`config.mk`:
```
export PLATFORM = sky130hd
export DESIGN_NAME = ras_recovery_unit
export DESIGN_NICKNAME = d
export VERILOG_FILES = /design/src/rtl/ras_recovery_unit.sv
export SDC_FILE = /design/constraint.sdc
export NUM_CORES = 1
export LEC_CHECK = 0
export BUFFER_PORTS_ARGS = -buffer_cell sky130_fd_sc_hd__buf_4
export CAP_MARGIN = 40
export CORE_MARGIN = 1
export CORE_UTILIZATION = 30
export CTS_BUF_LIST = sky130_fd_sc_hd__clkbuf_4
export DETAILED_ROUTE_END_ITERATION = 10
export HOLD_SLACK_MARGIN = 0.1
export PLACE_DENSITY_LB_ADDON = 0.3
export SYNTH_ARGS = -nofsm -noshare
export SYNTH_HDL_FRONTEND = slang
export SYNTH_SLANG_ARGS = --single-unit
```
`constraint.sdc`:
```
create_clock -name i_clk -period 1.89 [get_ports i_clk]
set_input_delay 0.0945 -clock i_clk [delete_from_list [all_inputs] [get_ports i_clk]]
set_output_delay 0.0945 -clock i_clk [all_outputs]
set_load 0.05 [all_outputs]
```
`src/rtl/ras_recovery_unit.sv`:
```
// ras_recovery_unit
//
// EX-stage resolver for the IF-stage return address stack. Each instruction
// carries the RAS tos/valid_count snapshot taken when it was fetched; when the
// instruction resolves in EX this block decides whether the RAS must be rolled
// back. If so, it produces a registered one-cycle restore pulse, together with
// the pointer/count to restore and whether the RAS should pop once afterwards.
// After each restore, EX input is ignored for SUPPRESS_CYCLES unstalled cycles
// so that wrong-path instructions cannot trigger a second restore.
//
// Optional feature macro: RAS_RECOVERY_STATS_EN
//   defined     -> 32-bit saturating counters of resolved returns/coroutines
//                  and of RAS target mismatches drive the o_stat_* ports
//   not defined -> no counters are built; both o_stat_* ports are tied to 0
//
// Ports
//   i_clk, i_rst                  clock, synchronous active-high reset
//   i_stall                       EX input not sampled, suppress count frozen
//   i_flush                       trap/mret flush, kills restore and window
//   i_ex_valid                    instruction resolving in EX
//   i_ex_is_call/return/coroutine control-flow class of the instruction
//   i_ex_ras_predicted            IF redirected using the RAS target
//   i_ex_predicted_target         target IF redirected to
//   i_ex_actual_target            resolved target
//   i_ex_ctrl_mispredict          branch/BTB misprediction of this instruction
//   i_ex_checkpoint_tos/_valid_count  RAS snapshot taken in IF
//   o_misprediction               one-cycle restore pulse to the RAS
//   o_restore_tos/_valid_count    restore values (held between pulses)
//   o_pop_after_restore           RAS pops once after restoring
//   o_stat_returns                resolved returns/coroutines
//   o_stat_ras_mispredicts        RAS target mismatches

module ras_recovery_unit #(
  parameter int RAS_DEPTH       = 8,
  parameter int RAS_PTR_BITS    = $clog2(RAS_DEPTH),
  parameter int SUPPRESS_CYCLES = 2,
  parameter int XLEN            = 32
) (
  input  logic                    i_clk,
  input  logic                    i_rst,
  input  logic                    i_stall,
  input  logic                    i_flush,
  input  logic                    i_ex_valid,
  input  logic                    i_ex_is_call,
  input  logic                    i_ex_is_return,
  input  logic                    i_ex_is_coroutine,
  input  logic                    i_ex_ras_predicted,
  input  logic [XLEN-1:0]         i_ex_predicted_target,
  input  logic [XLEN-1:0]         i_ex_actual_target,
  input  logic                    i_ex_ctrl_mispredict,
  input  logic [RAS_PTR_BITS-1:0] i_ex_checkpoint_tos,
  input  logic [RAS_PTR_BITS:0]   i_ex_checkpoint_valid_count,
  output logic                    o_misprediction,
  output logic [RAS_PTR_BITS-1:0] o_restore_tos,
  output logic [RAS_PTR_BITS:0]   o_restore_valid_count,
  output logic                    o_pop_after_restore,
  output logic [31:0]             o_stat_returns,
  output logic [31:0]             o_stat_ras_mispredicts
);

  localparam logic [3:0]            SUPPRESS_LOAD = 4'(SUPPRESS_CYCLES);
  localparam logic [RAS_PTR_BITS:0] COUNT_MAX     = (RAS_PTR_BITS + 1)'(RAS_DEPTH);

  typedef enum logic {
    ST_IDLE     = 1'b0,
    ST_SUPPRESS = 1'b1
  } state_e;

  state_e                  state_q, state_d;
  logic [3:0]              suppress_cnt_q, suppress_cnt_d;
  logic                    misprediction_q, misprediction_d;
  logic [RAS_PTR_BITS-1:0] restore_tos_q, restore_tos_d;
  logic [RAS_PTR_BITS:0]   restore_count_q, restore_count_d;
  logic                    pop_after_restore_q, pop_after_restore_d;

  logic ex_fire;
  logic is_ret_or_coro;
  logic ras_mismatch;
  logic restore_fire;

  // Decide whether the instruction in EX needs a RAS rollback, and compute
  // what the RAS should be rolled back to. Returns and coroutines are checked
  // first (RAS target mismatch, then plain control mispredict); anything else
  // only restores on a control mispredict. A ras-predicted return whose target
  // matched needs no restore even if ctrl_mispredict is also set.
  always_comb begin
    ex_fire        = i_ex_valid && !i_stall && !i_flush && (suppress_cnt_q == 4'd0);
    is_ret_or_coro = i_ex_is_return || i_ex_is_coroutine;
    ras_mismatch   = is_ret_or_coro && i_ex_ras_predicted &&
                     (i_ex_predicted_target != i_ex_actual_target);
    restore_fire   = ex_fire &&
                     (ras_mismatch ||
                      (is_ret_or_coro && !i_ex_ras_predicted && i_ex_ctrl_mispredict) ||
                      (!is_ret_or_coro && i_ex_ctrl_mispredict));

    misprediction_d     = restore_fire;
    restore_tos_d       = restore_tos_q;
    restore_count_d     = restore_count_q;
    pop_after_restore_d = pop_after_restore_q;

    // A call already pushed its link entry in IF, so the restored state has to
    // include that push: pointer advances (wrapping), count saturates at depth.
    if (restore_fire) begin
      if (!is_ret_or_coro && i_ex_is_call) begin
        restore_tos_d       = i_ex_checkpoint_tos + 1'b1;
        restore_count_d     = (i_ex_checkpoint_valid_count >= COUNT_MAX) ?
                              COUNT_MAX : i_ex_checkpoint_valid_count + 1'b1;
        pop_after_restore_d = 1'b0;
      end else begin
        restore_tos_d       = i_ex_checkpoint_tos;
        restore_count_d     = i_ex_checkpoint_valid_count;
        pop_after_restore_d = i_ex_is_return && !i_ex_is_coroutine;
      end
    end
  end

  // Suppress window: a restore opens a window of SUPPRESS_CYCLES unstalled
  // cycles during which EX is ignored. Stalls freeze the count; a flush closes
  // the window immediately.
  always_comb begin
    state_d        = state_q;
    suppress_cnt_d = suppress_cnt_q;
    if (i_flush) begin
      state_d        = ST_IDLE;
      suppress_cnt_d = 4'd0;
    end else if (restore_fire) begin
      state_d        = (SUPPRESS_LOAD == 4'd0) ? ST_IDLE : ST_SUPPRESS;
      suppress_cnt_d = SUPPRESS_LOAD;
    end else if (state_q == ST_SUPPRESS && !i_stall && suppress_cnt_q != 4'd0) begin
      suppress_cnt_d = suppress_cnt_q - 4'd1;
      if (suppress_cnt_q == 4'd1) begin
        state_d = ST_IDLE;
      end
    end
  end

  // All state and registered outputs; reset returns everything to zero on the
  // next edge, including an in-flight pulse or an open window.
  always_ff @(posedge i_clk) begin
    if (i_rst) begin
      state_q             <= ST_IDLE;
      suppress_cnt_q      <= 4'd0;
      misprediction_q     <= 1'b0;
      restore_tos_q       <= '0;
      restore_count_q     <= '0;
      pop_after_restore_q <= 1'b0;
    end else begin
      state_q             <= state_d;
      suppress_cnt_q      <= suppress_cnt_d;
      misprediction_q     <= misprediction_d;
      restore_tos_q       <= restore_tos_d;
      restore_count_q     <= restore_count_d;
      pop_after_restore_q <= pop_after_restore_d;
    end
  end

  assign o_misprediction       = misprediction_q;
  assign o_restore_tos         = restore_tos_q;
  assign o_restore_valid_count = restore_count_q;
  assign o_pop_after_restore   = pop_after_restore_q;

`ifdef RAS_RECOVERY_STATS_EN
  logic [31:0] stat_returns_q, stat_returns_d;
  logic [31:0] stat_ras_mispredicts_q, stat_ras_mispredicts_d;

  // Saturating event counters; only reset clears them.
  always_comb begin
    stat_returns_d         = stat_returns_q;
    stat_ras_mispredicts_d = stat_ras_mispredicts_q;
    if (ex_fire && is_ret_or_coro && stat_returns_q != 32'hFFFF_FFFF) begin
      stat_returns_d = stat_returns_q + 32'd1;
    end
    if (ex_fire && ras_mismatch && stat_ras_mispredicts_q != 32'hFFFF_FFFF) begin
      stat_ras_mispredicts_d = stat_ras_mispredicts_q + 32'd1;
    end
  end

  // Counter registers.
  always_ff @(posedge i_clk) begin
    if (i_rst) begin
      stat_returns_q         <= 32'd0;
      stat_ras_mispredicts_q <= 32'd0;
    end else begin
      stat_returns_q         <= stat_returns_d;
      stat_ras_mispredicts_q <= stat_ras_mispredicts_d;
    end
  end

  assign o_stat_returns         = stat_returns_q;
  assign o_stat_ras_mispredicts = stat_ras_mispredicts_q;
`else
  assign o_stat_returns         = 32'd0;
  assign o_stat_ras_mispredicts = 32'd0;
`endif

endmodule

```
# Word-level counts from Yosys, hierarchy flattened
# Index checks and enable logic that the tools add are counted.
[classes]
n_lt_le_gt_ge = 1
muxes = 9
addsub = 3
reduce_logical = 28
eq_ne = 2
[ops]
columns = ["op", "count"]
rows = [
  ["$ne A32 B32 Y1", 1],
  ["$logic_and A1 B1 Y1", 13],
  ["$mux W4", 2],
  ["$logic_not A1 Y1", 5],
  ["$add A4 B1 Y4 const B", 1],
  ["$eq A4 B1 Y1 const B", 1],
  ["$ge A4 B4 Y1 const B", 1],
  ["$logic_not A4 Y1", 1],
  ["$mux W1", 4],
  ["$mux W2", 2],
  ["$reduce_bool A2 Y1", 2],
  ["$reduce_bool A4 Y1", 1],
  ["$sub A4 B1 Y4 const B", 1],
  ["$add A3 B1 Y3 const B", 1],
  ["$logic_or A1 B1 Y1", 3],
  ["$mux W3", 1],
  ["$reduce_or A3 Y1", 1],
  ["$reduce_and A2 Y1", 1],
  ["$reduce_or A2 Y1", 1],
]
[totals]
out_inout_bits = 73
input_bits = 81
reg_bits = 14

# Depth between registers and ports, before layout
# Gate-level depths: netlist of the first run.
[logic_depth]
depth_word = 8
depth_mapped = 7
depth_no_buf = 6

# Least setup slack after synthesis of the first run
# OpenSTA, ideal clock, no wires.
[synth_path]
kind = "register -> register"
from = "reg suppress_cnt_q[0]"
to = "reg suppress_cnt_q[1]"
setup_time_ns = 0.078
arrival_time_ns = 1.590
path_stages_with_launch = 7
slack_ns = 0.222
cell_sequence = "dfxtp_1 -> inv_1 -> ha_1 -> a211oi_1 -> mux2i_1 -> nor4_1 -> nor3_1"
[synth_via]
elab_chain_len = 4
[synth_lines]
columns = ["item", "line", "text"]
rows = [
  ["start, declared", "70", "logic [3:0] suppress_cnt_q, suppress_cnt_d;"],
  ["start signal, assigned", "149", "suppress_cnt_q <= suppress_cnt_d;"],
  ["branches (longest 4 deep; another with $sub A4 B1 Y4)", "--", ""],
]
# Several ways; the timed one is not identified. The select of a mux whose other input is x is not followed.
# A chain may end at the register's enable or synchronous reset.

# Final worst setup path of the first run
[layout_path]
from = "in i_flush"
to = "reg pop_after_restore_q, in the netlist o_pop_after_restore"
[layout_via]
elab_chain_len = 4
[layout_lines]
columns = ["item", "line", "text"]
rows = [
  ["start, declared", "42", "input logic i_flush,"],
  ["$logic_not A1 Y1", "87", "ex_fire = i_ex_valid && !i_stall && !i_flush && (suppress_cnt_q == 4'd0);"],
  ["$logic_and A1 B1 Y1 (2 in a row)", "87", ""],
  ["$logic_and A1 B1 Y1", "91", "restore_fire = ex_fire &&"],
  ["end signal, assigned", "153", "pop_after_restore_q <= pop_after_restore_d;"],
  ["end, declared", "74", "logic pop_after_restore_q, pop_after_restore_d;"],
]
# No other way between the ends.

==> results.yml, run 1 <==
outcome:
  status: "finished clean"
layout:
  fillers: 588
  synthToLayoutAreaGrowth_pct: 32.9
  finalNetCount: 410
  drive_gt1_share_pct: 31.6
  antennaDiodeCount: 0
  fin_util_pct: 42.3
min_path:
  hold_path_end: "state_q$_SDFFE_PP0P_"
  worstHoldPathCells: 4
  hold_class: "input pin to flop"
  worstHoldStart: "i_rst"
routing:
  num_vias: 1638
  dr.pass1.iters: 4
  ant_nets: 0
  remaining_drc_errors: 0
  vias_per_cell: 4.15
  wire_per_inst_um: 9.68
  drt-total-wl_mm: 3.83
  drt_iter0_markers: 62
power:
  powerDensity_nw_per_um2: 458
  ir_worst_vdd_mv: 0.254
  total_power_mw: 1.08
  cellLeakagePower_nw: 1.14
global_routing:
  grt_pass1_vias: 1430
  grt_start_max_net_pins: 20
  grt_overflow_total: 0
  track_usage_pct: 11.9
  antenna_found_initial: 0
  grt_pass1_wl_mm: 6.07
timing:
  layout_min_cycle_time_ns: 1.70
  finalClockSkew_ns: 0.00477
  rsz0062_at_grt: "false"
  maxSlewViolCount: 0
  final.period_utilization_pct: 89.7
  fmax_mhz: 590
  setup_ws_ns: 0.194
  hold_viol: 0
  setup_viol: 0
cts:
  h-tree-depth: 1
  clock_path_buffers: 2
  cts.clk_slew.worst_paths_ns: 0.09
  post_cts_buffers: 0
  cts_inserted_buffers: 3
  clock_latency_ns: 0.28
  cts_tree: "yes"
  cts_root_buf: "clkbuf_4"
  ctsHoldBuffers: 1
  cts.repair.resized: 0
  cts.sink_count: 14
logic_synthesis:
  ys_seq_area_share_pct: 15.7
  ys.flop_type: "dfxtp_1"
  synth-seq-cells: 14
  synth_most_common_cell: "buf_4"
  async_flop_share_pct: 0
  yosysWarnings: 0
  synth.distinct_cells: 34
  synth_top_area_cell: "buf_4"
  synth_top_area_share_pct: 26.9
  syn_inst: 228
  netlist_top_cells_count: "buf_4 (64), xnor2_1 (20), xor2_1 (17)"
  synth.avg_cell_area_um2: 7.82
  syn_area_um2: 1780
  synth-edff-count: 0
  synthTopCellsByArea: "buf_4 (27%), dfxtp_1 (16%), xnor2_1 (9.8%), xor2_1 (8.4%), or4_1 (3.8%)"
setup_path:
  cp-end-kind: "flop"
  crit_family: "buffers and inverters"
  r2r_cells: 7
  reg2reg_to: "suppress_cnt_q[1]$_SDFFE_PP0P_"
  arrival_ns: 1.90
  reg2reg_setup_slack_ns: 0.27
  regToRegStartpoint: "suppress_cnt_q[0]$_SDFFE_PP0P_"
  path_class: "input pin to flop"
  slowest_delay_ns: 0.54
  path_cells: "dlygate4sd3_1, buf_4, nor3b_1, o2111ai_1, buf_4, nor4b_1, o21ai_0, o2111ai_1"
  timing.critical_path.buf_inv: 3
  slowest_stage: "dlygate4sd3_1"
  worstPathRequired_ns: 2.10
  critical_path.max_fanout: 8
  start_kind: "input pin"
floorplan:
  start_util_pct: 31.8
  rows: 27
  die_y_um: 79.1
  die_w_um: 79.1
  core_um2: 5610
  die_area_um2: 6260
  ios: 154
flow_run:
  max_cap_violations: 0
place:
  post-dp-hpwl_mm: 3.24
  port_buffers: 89
  gp_congestion: 0.707
  pre_cts_slack_ns: -0.0414
-- power breakdown --
group	leakage, nW	internal [mW]	switching [mW]
Sequential	0.114	0.305	0.00503
Combinational	1.01	0.188	0.409
Clock	0.0154	0.0765	0.101
-- through the flow --
| step | setup TNS, ns | hold slack [ns] | std cells | cell area (µm²) |
|---|---|---|---|---|
| final | 0 | 0.166 | 395 | 2370 |
| after global placement | -0.0183 | 0.385 | 390 | 2330 |
| after global routing | 0 | 0.247 | 395 | 2370 |
| after detailed placement | -0.161 | 0.389 | 390 | 2330 |
| after floorplan | 0 | 0.269 | 291 | 2020 |
| after CTS | 0 | 0.153 | 395 | 2370 |
-- final cells by class --
class / count / area, µm² / share of cell area (%)
Clock buffer: 3 / 22.5 / 0.950
Tap cell: 72 / 90.1 / 3.80
Inverter: 8 / 30.0 / 1.27
Multi-Input combinational cell: 199 / 1200 / 50.8
Sequential cell: 14 / 280 / 11.8
Timing Repair Buffer: 98 / 738 / 31.2
Clock inverter: 1 / 3.75 / 0.158
-- worst max-delay path by stage --
stage | start | endpoint | slack, ns | cells after the start
floorplan | suppress_cnt_q[0]$_SDFFE_PP0P_ | suppress_cnt_q[1]$_SDFFE_PP0P_ | 0.22 | 6
global placement | i_ex_actual_target[31] | o_misprediction$_SDFF_PP0_ | -0.01 | 7
detailed placement | i_ex_actual_target[25] | o_pop_after_restore$_SDFFE_PP0P_ | -0.04 | 7
CTS | i_flush | o_pop_after_restore$_SDFFE_PP0P_ | 0.18 | 8
global route | i_flush | o_pop_after_restore$_SDFFE_PP0P_ | 0.04 | 8
finish | i_flush | o_pop_after_restore$_SDFFE_PP0P_ | 0.19 | 8
-- sequential cells by signal, indices dropped and copies added (netlist names) --
name                   flops
o_restore_valid_count      4
state_q                    1
o_misprediction            1
o_restore_tos              3
suppress_cnt_q             4
o_pop_after_restore        1
-- cells by family after synthesis --
| family | synth area share [%] |
|---|---|
| AOI/OAI and AO/OA | 10.5 |
| xor gates and xnor gates | 18.2 |
| adders and majority gates | 3.51 |
| buffers and inverters | 30.0 |
| DFF | 15.7 |
| muxes | 1.68 |
| other | 0.210 |
| and+or+nand+nor | 20.3 |
-- metal layers --
layer  part of all wire (%)  track usage, %
met5                      0               0
met3                    8.9            3.56
met1                     40            13.7
met4                   0.73            2.00
met2                     51            21.8
-- cell usage in the layout (no fill, tap or decap), drive strengths merged, types with 3 or more instances in the layout --
cell     Yosys  final
nor3         8      8
mux2i        3      3
ha           5      5
a211oi       4      4
nand3        8      8
xor2        17     17
nand3b       3      3
buf         64     97
a2bb2oi      6      6
inv          7      7
xnor2       20     20
nand4        4      4
nor2         7      7
or4          9      9
dfxtp       14     14
nand2       12     12
o21ai       10     10
conb         1     64
clkbuf       6      3
nor4         5      5
-- worst min-delay path, cell delays in order --
cell and delay, ns:
buf_4 0.14, nor2_1 0.06, o21ai_0 0.06, nor2_1 0.04
Note: power is estimated with default switching activity, not from simulation.
==> inputs of run 2 (changes only) <==
CORE_ASPECT_RATIO = 0.7   (was unset)
==> results.yml, run 2 (synthesis gave the netlist of run 1 again) <==
power:
  powerDensity_nw_per_um2: 458
  cellLeakagePower_nw: 1.14
  ir_worst_vdd_mv: 0.203
  total_power_mw: 1.08
timing:
  layout_min_cycle_time_ns: 1.71
  final.period_utilization_pct: 90.7
  fmax_mhz: 583
  finalClockSkew_ns: 0.000793
  maxSlewViolCount: 0
  hold_viol: 0
  setup_viol: 0
  rsz0062_at_grt: "false"
min_path:
  hold_class: "input pin to flop"
  worstHoldStart: "i_rst"
  worstHoldPathCells: 4
setup_path:
  cp-end-kind: "flop"
  path_class: "input pin to flop"
  r2r_cells: 7
  critical_path.max_fanout: 8
  start_kind: "input pin"
  crit_start: "i_flush"
  arrival_ns: 1.92
  worstPathRequired_ns: 2.10
  reg2reg_to: "suppress_cnt_q[1]$_SDFFE_PP0P_"
  crit_end: "o_pop_after_restore$_SDFFE_PP0P_"
  reg2reg_setup_slack_ns: 0.23
  regToRegStartpoint: "suppress_cnt_q[0]$_SDFFE_PP0P_"
cts:
  cts_root_buf: "clkbuf_4"
  ctsHoldBuffers: 1
  cts.sink_count: 14
  cts_inserted_buffers: 3
  h-tree-depth: 1
  cts_tree: "yes"
  clock_path_buffers: 2
  cts.clk_slew.worst_paths_ns: 0.09
  clock_latency_ns: 0.28
  post_cts_buffers: 0
  cts.repair.resized: 0
layout:
  fillers: 603
  drive_gt1_share_pct: 31.7
  final_cell_area_um2: 2370
  fin_util_pct: 41.4
  final_cell_mix: "buf_4 (97), conb_1 (64), xnor2_1 (20)"
  multi_input_area_um2: 1200
  seq_area_um2: 280
  final_common_cell: "buf_4"
  finalNetCount: 410
  synthToLayoutAreaGrowth_pct: 32.9
  antennaDiodeCount: 0
floorplan:
  rows: 23
  ios: 154
  start_util_pct: 31.1
  die_w_um: 94.1
  die_y_um: 66.5
  core_um2: 5730
  die_area_um2: 6260
place:
  gp_congestion: 0.741
  port_buffers: 89
  place_area_um2: 2340
  post-dp-hpwl_mm: 3.36
flow_run:
  max_cap_violations: 0
routing:
  num_vias: 1695
  vias_per_cell: 4.27
  drt-total-wl_mm: 4.05
  ant_nets: 0
  wire_per_inst_um: 10.2
  remaining_drc_errors: 0
  drt_iter0_markers: 30
  dr.pass1.iters: 6
global_routing:
  grt_start_max_net_pins: 20
  grt_pass1_wl_mm: 6.02
  antenna_found_initial: 0
  grt_overflow_total: 0
  grt_pass1_vias: 1484
  track_usage_pct: 12.1
outcome:
  status: "finished clean"
run 2: cell types whose count changed in the layout (fill, tap and decap cells not counted), sizes merged:
cell	previous run	this run
clkinv	2	1
run 2: worst min path at each step:
stage	end	slack [ns]
floorplan	state_q$_SDFFE_PP0P_	0.27
global placement	state_q$_SDFFE_PP0P_	0.38
detailed placement	state_q$_SDFFE_PP0P_	0.38
CTS	state_q$_SDFFE_PP0P_	0.15
global route	state_q$_SDFFE_PP0P_	0.18
finish	state_q$_SDFFE_PP0P_	0.18
run 2: worst max-delay path, cell delays in order:
cell and delay [ns]:
dlygate4sd3_1 0.53, buf_4 0.14, nor3b_1 0.22, o2111ai_1 0.18
buf_4 0.20, nor4b_1 0.32, o21ai_0 0.16, o2111ai_1 0.10
run 2: final cells by class:
type                    instances  share of cell area [%]
well taps                      75                    3.96
clock buffers                   3                   0.950
flip-flops and latches         14                    11.8
repair buffers                 98                    31.2
inverters                       8                    1.27
multi-input cells             199                    50.8
run 2: through the flow:
step	hold slack [ns]	setup TNS (ns)	cells	worst slack, ns
after floorplan	0.269	0	291	0.222
after global placement	0.384	-0.176	393	-0.0498
after detailed placement	0.384	-0.287	393	-0.0577
after CTS	0.154	0	397	0.172
after global routing	0.178	0	397	0.0840
final	0.176	0	397	0.176
run 2: where the power goes:
part / total (mW) / internal (mW) / switching, mW
logic: 0.599 / 0.188 / 0.411
clock network: 0.176 / 0.0741 / 0.102
registers: 0.310 / 0.305 / 0.00477
run 2: routing by layer:
layer	GRT usage, %	part of all wire (%)
met1	13.4	41
met2	22.6	49
met3	4.34	9.3
met4	1.73	0.099
met5	0	0
==> inputs of run 3 (changes only) <==
BUFFER_PORTS_ARGS = unset   (was -buffer_cell sky130_fd_sc_hd__buf_4)
CTS_BUF_LIST = unset   (was sky130_fd_sc_hd__clkbuf_4)
DONT_BUFFER_PORTS = 1   (was unset)
REMOVE_ABC_BUFFERS = 1   (was unset)
==> results.yml, run 3 (synthesis gave the netlist of run 1 again) <==
outcome:
  status: "finished clean"
floorplan:
  rows: 23
  die_y_um: 66.5
  die_area_um2: 6260
  die_w_um: 94.1
  start_util_pct: 31.1
  ios: 154
  core_um2: 5730
layout:
  multi_input_area_um2: 1200
  seq_area_um2: 280
  finalNetCount: 328
  antennaDiodeCount: 0
  synthToLayoutAreaGrowth_pct: 0.491
  final_common_cell: "conb_1"
  final-instance-count-excl-fill: 316
  fillers: 624
  final_cell_mix: "conb_1 (64), xnor2_1 (20), xor2_1 (17)"
  drive_gt1_share_pct: 7.88
place:
  gp_congestion: 0.830
  dp_cells: 309
  pre_cts_slack_ns: 0.0517
  port_buffers: 0
  post-dp-hpwl_mm: 3.01
timing:
  rsz0062_at_grt: "false"
  layout_min_cycle_time_ns: 1.68
  setup_viol: 0
  fmax_mhz: 597
  final.period_utilization_pct: 88.7
  finalClockSkew_ns: 0.00218
  max-slew-margin-rel_pct: 59.2
  maxSlewViolCount: 0
  worst_pin_slew_ns: 0.610
  totalNegativeSetupSlack_ns: 0
  hold_viol: 0
  setup_ws_ns: 0.214
power:
  internal_power_mw: 0.575
  sw_frac_of_total_pct: 45.8
  cellLeakagePower_nw: 0.756
  pwr-share-comb_pct: 42.6
  seq_power_share_pct: 29.5
  switching_power_mw: 0.485
  pwr-share-clk_pct: 27.9
  ir_worst_vdd_mv: 0.202
  powerDensity_nw_per_um2: 591
  total_power_mw: 1.06
setup_path:
  arrival_ns: 1.85
  crit_start: "suppress_cnt_q[0]$_SDFFE_PP0P_"
  cp-end-kind: "flop"
  path_class: "flop to flop"
  critical_path.max_fanout: 4
  worstPathRequired_ns: 2.07
  r2r_cells: 6
  start_kind: "flop"
  regToRegStartpoint: "suppress_cnt_q[0]$_SDFFE_PP0P_"
flow_run:
  max_cap_violations: 0
min_path:
  worstHoldStart: "i_rst"
  hold_class: "input pin to flop"
  worstHoldPathCells: 3
routing:
  drt-total-wl_mm: 3.59
  num_vias: 1395
  drt_iter0_markers: 41
  dr.pass1.iters: 4
  ant_nets: 0
  remaining_drc_errors: 0
  wire_per_inst_um: 11.4
  vias_per_cell: 4.41
cts:
  cts.repair.resized: 0
  cts_root_buf: "clkbuf_8"
  cts_tree: "yes"
  post_cts_buffers: 0
  clock_latency_ns: 0.25
  cts.clk_slew.worst_paths_ns: 0.06
  cts.sink_count: 14
  cts_inserted_buffers: 3
  ctsHoldBuffers: 3
  h-tree-depth: 1
  clock_path_buffers: 2
global_routing:
  antenna_found_initial: 0
  grt_overflow_total: 0
  grt_pass1_wl_mm: 5.09
  grt_pass1_vias: 1088
  track_usage_pct: 10.7
  grt_start_max_net_pins: 20
[run 3: cell types whose count changed in the layout (fill, tap and decap cells not counted), sizes merged]
| cell | delta |
|---|---|
| buf | -84 |
| dlygate4sd3 | +2 |
| clkbuf | +1 |
[run 3: cell type report]
type / instances / area share, %
timing repair buffer: 16 / 7.12
clock buffer: 4 / 3.07
sequential: 14 / 15.6
tap: 75 / 5.24
multi-input combinational: 199 / 67.2
inverter: 8 / 1.68
[run 3: worst max-delay path, stage by stage (launching register included)]
cell and delay (ns):
dfxtp_1 0.40, inv_1 0.06, ha_1 0.22, a211oi_1 0.41, mux2i_1 0.28, nor4_1 0.07, nor3_1 0.16
[run 3: path summary, 6_finish.rpt]
path,to,slack [ns]
min,o_restore_valid_count[2]$_SDFFE_PP0P_,0.11
min reg2reg,suppress_cnt_q[3]$_SDFFE_PP0P_,0.53
max,suppress_cnt_q[1]$_SDFFE_PP0P_,0.21
max reg2reg,suppress_cnt_q[1]$_SDFFE_PP0P_,0.21
[run 3: metal layers]
metal  global-route usage [%]  part of all wire (%)  vias to the layer above
met5                        0                     0                        -
met4                     2.88                  0.22                        0
met3                     3.65                   9.1                        2
met2                     19.4                    50                       89
met1                     12.0                    40                      621
li1                         -                     -                      683
[run 3: power by group through the flow]
stage / registers [mW] / clock network (mW) / logic (mW)
finish: 0.313 / 0.296 / 0.451
global route: 0.314 / 0.326 / 0.480
CTS: 0.313 / 0.309 / 0.451
detailed placement: 0.320 / 0 / 0.443
global placement: 0.319 / 0 / 0.442
floorplan: 0.349 / 0 / 0.378
[run 3: stage by stage]
step	cell area, µm²	util, %	hold WS, ns
finish	1790	31.3	0.112
global route	1790	31.3	0.108
CTS	1790	31.3	0.106
detailed placement	1710	29.8	0.279
global placement	1710	29.8	0.272
floorplan	1520	-	0.263
